## config.mk

```make
export PLATFORM = sky130hd
export DESIGN_NAME = irq_controller
export DESIGN_NICKNAME = d
export VERILOG_FILES = /design/src/rtl/irq_controller.sv
export SDC_FILE = /design/constraint.sdc
export NUM_CORES = 1
export LEC_CHECK = 0
export ABC_AREA = 1
export CAP_MARGIN = 25
export CELL_PAD_IN_SITES_DETAIL_PLACEMENT = 1
export CELL_PAD_IN_SITES_GLOBAL_PLACEMENT = 2
export CORE_MARGIN = 2
export CORE_UTILIZATION = 24
export DETAILED_ROUTE_END_ITERATION = 16
export HOLD_SLACK_MARGIN = 0.15
export PLACE_DENSITY = 0.92
export SLEW_MARGIN = 20
export SYNTH_ARGS = -nofsm -noshare
export SYNTH_HDL_FRONTEND = slang
export SYNTH_SLANG_ARGS = --single-unit
```

## constraint.sdc

```tcl
create_clock -name clk -period 3.1 [get_ports clk]
set_input_delay 0.775 -clock clk [delete_from_list [all_inputs] [get_ports clk]]
set_output_delay 0.775 -clock clk [all_outputs]
set_load 0.01 [all_outputs]
```

## src/rtl/irq_controller.sv

```systemverilog
`default_nettype none
// ============================================================================
// Module   : irq_controller
// Brief    : Memory-mapped interrupt controller with edge/level sources,
//            enable mask, priority vector and registered active-low nIRQ.
// Revision : 1.0 - initial release
// ============================================================================
module irq_controller #(
  parameter int          NSRC      = 8,
  parameter logic [31:0] BASE_ADDR = 32'hFFFF_0000
) (
  input  logic            clk,
  input  logic            reset,
  input  logic [NSRC-1:0] src,
  input  logic [31:0]     memaddr,
  input  logic            memwrite,
  input  logic [3:0]      be,
  input  logic [31:0]     writedata,
  output logic            sel,
  output logic [31:0]     rdata,
  output logic            nIRQ
);

  localparam logic [7:0] c_OFF_PEND   = 8'h00;
  localparam logic [7:0] c_OFF_ENABLE = 8'h04;
  localparam logic [7:0] c_OFF_CLEAR  = 8'h08;
  localparam logic [7:0] c_OFF_ACTIVE = 8'h0C;
  localparam logic [7:0] c_OFF_VECTOR = 8'h10;
  localparam logic [7:0] c_OFF_SOFT   = 8'h14;
  localparam logic [7:0] c_OFF_TRIG   = 8'h18;

  logic [NSRC-1:0] r_sync1;
  logic [NSRC-1:0] r_sync2;
  logic [NSRC-1:0] r_sync3;
  logic [NSRC-1:0] r_pend;
  logic [NSRC-1:0] r_enable;
  logic [NSRC-1:0] r_trig;
  logic            r_nirq;

  logic [7:0]      w_off;
  logic            w_wr;
  logic [NSRC-1:0] w_set_hw;
  logic [NSRC-1:0] w_set_soft;
  logic [NSRC-1:0] w_clr;
  logic [NSRC-1:0] w_active;
  logic [4:0]      w_vec_idx;
  logic [31:0]     w_vector;
  logic            w_unused;

  function automatic logic [31:0] f_zext(input logic [NSRC-1:0] v);
    f_zext = '0;
    f_zext[NSRC-1:0] = v;
  endfunction

  assign sel      = (memaddr[31:8] == BASE_ADDR[31:8]);
  assign w_off    = memaddr[7:0];
  assign w_wr     = sel & memwrite & (be == 4'b1111);
  assign w_unused = ^writedata[31:NSRC];

  // r_sync2 is the synchronised line, r_sync3 its one-cycle-old copy
  assign w_set_hw   = (r_trig & r_sync2 & ~r_sync3) | (~r_trig & r_sync2);
  assign w_set_soft = (w_wr && (w_off == c_OFF_SOFT))  ? writedata[NSRC-1:0] : '0;
  assign w_clr      = (w_wr && (w_off == c_OFF_CLEAR)) ? writedata[NSRC-1:0] : '0;
  assign w_active   = r_pend & r_enable;

  // Scan downwards so the lowest-index active source is the last to win
  always_comb begin
    w_vec_idx = '0;
    for (int i = NSRC - 1; i >= 0; i--) begin
      if (w_active[i]) begin
        w_vec_idx = 5'(i);
      end
    end
  end

  assign w_vector = {|w_active, 26'd0, w_vec_idx};

  always_ff @(posedge clk or negedge reset) begin
    if (!reset) begin
      r_sync1  <= '0;
      r_sync2  <= '0;
      r_sync3  <= '0;
      r_pend   <= '0;
      r_enable <= '0;
      r_trig   <= '1;
      r_nirq   <= 1'b1;
    end else begin
      r_sync1 <= src;
      r_sync2 <= r_sync1;
      r_sync3 <= r_sync2;
      // Sets are OR-ed in after the clear so a coincident event is kept
      r_pend  <= (r_pend & ~w_clr) | w_set_hw | w_set_soft;
      r_nirq  <= ~|w_active;
      if (w_wr && (w_off == c_OFF_ENABLE)) begin
        r_enable <= writedata[NSRC-1:0];
      end
      if (w_wr && (w_off == c_OFF_TRIG)) begin
        r_trig <= writedata[NSRC-1:0];
      end
    end
  end

  always_comb begin
    rdata = '0;
    if (sel) begin
      case (w_off)
        c_OFF_PEND:   rdata = f_zext(r_pend);
        c_OFF_ENABLE: rdata = f_zext(r_enable);
        c_OFF_ACTIVE: rdata = f_zext(w_active);
        c_OFF_VECTOR: rdata = w_vector;
        c_OFF_TRIG:   rdata = f_zext(r_trig);
        default:      rdata = '0;
      endcase
    end
  end

  assign nIRQ = r_nirq;

endmodule
`default_nettype wire

```

==> results.ini <==
[setup_path]
cp_cell_sequence = clkdlybuf4s50_1 -> nand2_1 -> nor2_1 -> nand2_1 -> nor2_2 -> nand2_2 -> inv_2 -> buf_4 -> buf_4 -> dlygate4sd2_1
cp-end-kind = output port
cpMaxStageDelayCell = clkdlybuf4s50_1
critical_path.max_stage_delay_ps = 460
cp.required_ps = 2320
path_max_fanout = 2
arrival_ps = 2210
criticalPathCategory = in2out
worstSetupStartpointType = primary input

[sta]
worstMarginPinSlew_ps = 605
drv_slew = 0
slew_headroom_pct = 59.7
finClkSkew_ps = 9.47
finalSetupViolCount = 0
fmax_mhz = 335
hold_viol_final = 0
period_needed_ps = 2990
timing.final.crit_share_pct = 96.4
worst_slack_ps = 111

[logic_synthesis]
synth_cell_type_count = 22
syn_inst = 311
yosys_warnings = 0
yosysSeqAreaShare_pct = 48.6
ys_ff_latch = 49
syn_area_per_cell_um2 = 8.18
synth.cell_area_um2 = 2540

[layout]
fin_util_pct = 35.1
final_cell_area_um2 = 3630
final_common_cell = nand2_1
final_cell_mix = 76 x nand2_1, 41 x clkdlybuf4s50_1, 40 x dfrtp_1
fin_nets = 488
diodes = 0
fillers = 1254
fin_cells = 546
drive_above_1_share_pct = 24.9
area_growth_pct = 42.6

[cts]
cts_buffer_depth = 2
clk_latency_ps = 300
root_buffer = clkbuf_8
htreeDepth = 2
cts_sinks = 49
cts_tree = built
cts_inserted_buffers = 5
clk_pin_slew_ps = 90

[power]
power_mw = 1.17
clkPwrFrac_pct = 31.7
powerDensity_nw_per_um2 = 322
power_leakage_nw = 1.75
vdd_drop_max_mv = 0.216
switchingPower_mw = 0.279
seq_power_share_pct = 56.5
switching_share_pct = 23.9
internal_power_mw = 0.888
power_frac_comb_pct = 11.8

[drt]
vias_per_cell = 4.16
antenna_left = 0
routedWlPerCell_um = 12.8
wirelength_um = 6980
vias = 2274
drc = 0
drtIter0Drc = 58
dr.pass1.iters = 4

[place]
place_area_um2 = 3400
io_buffers = 65
gp_congestion = 0.833
dp_cells = 530
dp_hpwl_um = 5250
pre_cts_slack_ps = -510

[grt]
grt_pass1_vias = 2441
antenna_found_initial = 0
grt_overflow_total = 0
grt_pass1_wl_um = 11400
grtUsageTotal_pct = 12.6
grt_start_max_net_pins = 50

[die]
start_util_pct = 24.6
die_y_um = 107
pin_count = 113
core_area_um2 = 10300
die_area_um2 = 11400
rows = 37
die_x_um = 107

[flow_run]
drv_cap = 0

[status]
outcome = completed

[min_path]
hp-class = reg2reg

cells by family after synthesis:
kind of cell | count (synthesis) | synth area share, %
buffers and inverters | 56 | 12.2
AND/OR/NAND/NOR | 158 | 26.6
AO/OA/AOI/OAI | 47 | 12.4
flip-flops | 49 | 48.6
other | 1 | 0.147
worst paths after layout:
kind                            slack (ps)        start  depth (start not counted)     endpoint
worst min register to register         350   r_sync1[4]                          0   r_sync2[4]
worst max register to register        1880  r_enable[7]                          3         nIRQ
min in group asynchronous              560        reset                          2   r_sync1[6]
worst min-delay path                   350   r_sync1[4]                          0   r_sync2[4]
worst max-delay path                   110  memaddr[22]                         10          sel
max in group asynchronous             2130        reset                          2  r_enable[7]
metrics by stage:
stage          hold WS (ps)  setup TNS (ps)
2_1_floorplan           331               0
3_3_place_gp            332           -3870
3_5_place_dp            336           -4420
4_1_cts                 357           -26.8
5_1_grt                 371           -10.1
6_report                352               0
routing by layer:
metal / routed length (µm) / share of wire, % / vias to the layer above / track usage (%)
met5: 0 / 0 / - / 0
met4: 78 / 1.1 / 0 / 3.06
met3: 425 / 6.1 / 7 / 3.04
met2: 3320 / 48 / 70 / 21.6
met1: 3160 / 45 / 1070 / 15.9
li1: - / - / 1127 / -
power groups by stage:
| stage | clock network (mW) | registers [mW] | logic [mW] |
|---|---|---|---|
| 6_report | 0.370 | 0.659 | 0.138 |
| 4_1_cts | 0.381 | 0.660 | 0.137 |
| 2_1_floorplan | 0 | 0.670 | 0.0610 |
| 5_1_grt | 0.410 | 0.662 | 0.154 |
| 3_3_place_gp | 0 | 0.671 | 0.132 |
| 3_5_place_dp | 0 | 0.672 | 0.136 |
critical path: cells and delay by family:
kind | cells | cell delay [ps]
simple gates | 5 | 460
buf+inv | 5 | 990
cell usage after synthesis:
cell type,n,area [µm²]
dfstp_2,9,236
nand3_1,14,70.1
a21oi_1,6,30.0
dfrtp_1,40,1000
nand2_2,5,31.3
buf_6,2,22.5
nand4_1,4,25.0
nand2_1,79,297
nand3b_1,1,7.51
nand3_2,1,10.0
o21ai_2,16,140
nor2_4,3,33.8
nor2_1,48,180
a21boi_0,8,60.1
buf_4,23,173
nor3_1,1,5.00
nor2_2,1,6.26
conb_1,1,3.75
inv_1,30,113
nor3_2,1,10.0
inv_2,1,3.75
o21ai_0,17,85.1
final cells by class:
| type | instances | area, µm² | area share, % |
|---|---|---|---|
| multi-input combinational | 228 | 1160 | 32.1 |
| inverter | 31 | 116 | 3.21 |
| clock buffer | 7 | 76.3 | 2.10 |
| timing repair buffer | 94 | 856 | 23.6 |
| clock inverter | 1 | 7.51 | 0.207 |
| tap | 136 | 170 | 4.69 |
| sequential | 49 | 1240 | 34.1 |
sequential cells by signal (all words and copies together), names as in the netlist:
| name | count |
|---|---|
| r_trig | 8 |
| r_pend | 8 |
| r_sync3 | 8 |
| r_sync1 | 8 |
| r_sync2 | 8 |
| r_enable | 8 |
| nIRQ | 1 |
what timing repair did:
| action | 4_1_cts | 5_1_grt |
|---|---|---|
| hold buffers | 0 | 0 |
| pin swaps | 11 | 19 |
| resized for setup | 57 | 31 |
| buffers inserted | 6 | 2 |
| endpoints found under the setup margin | 10 | 9 |
No activity file was read; power rests on OpenSTA's default activity.
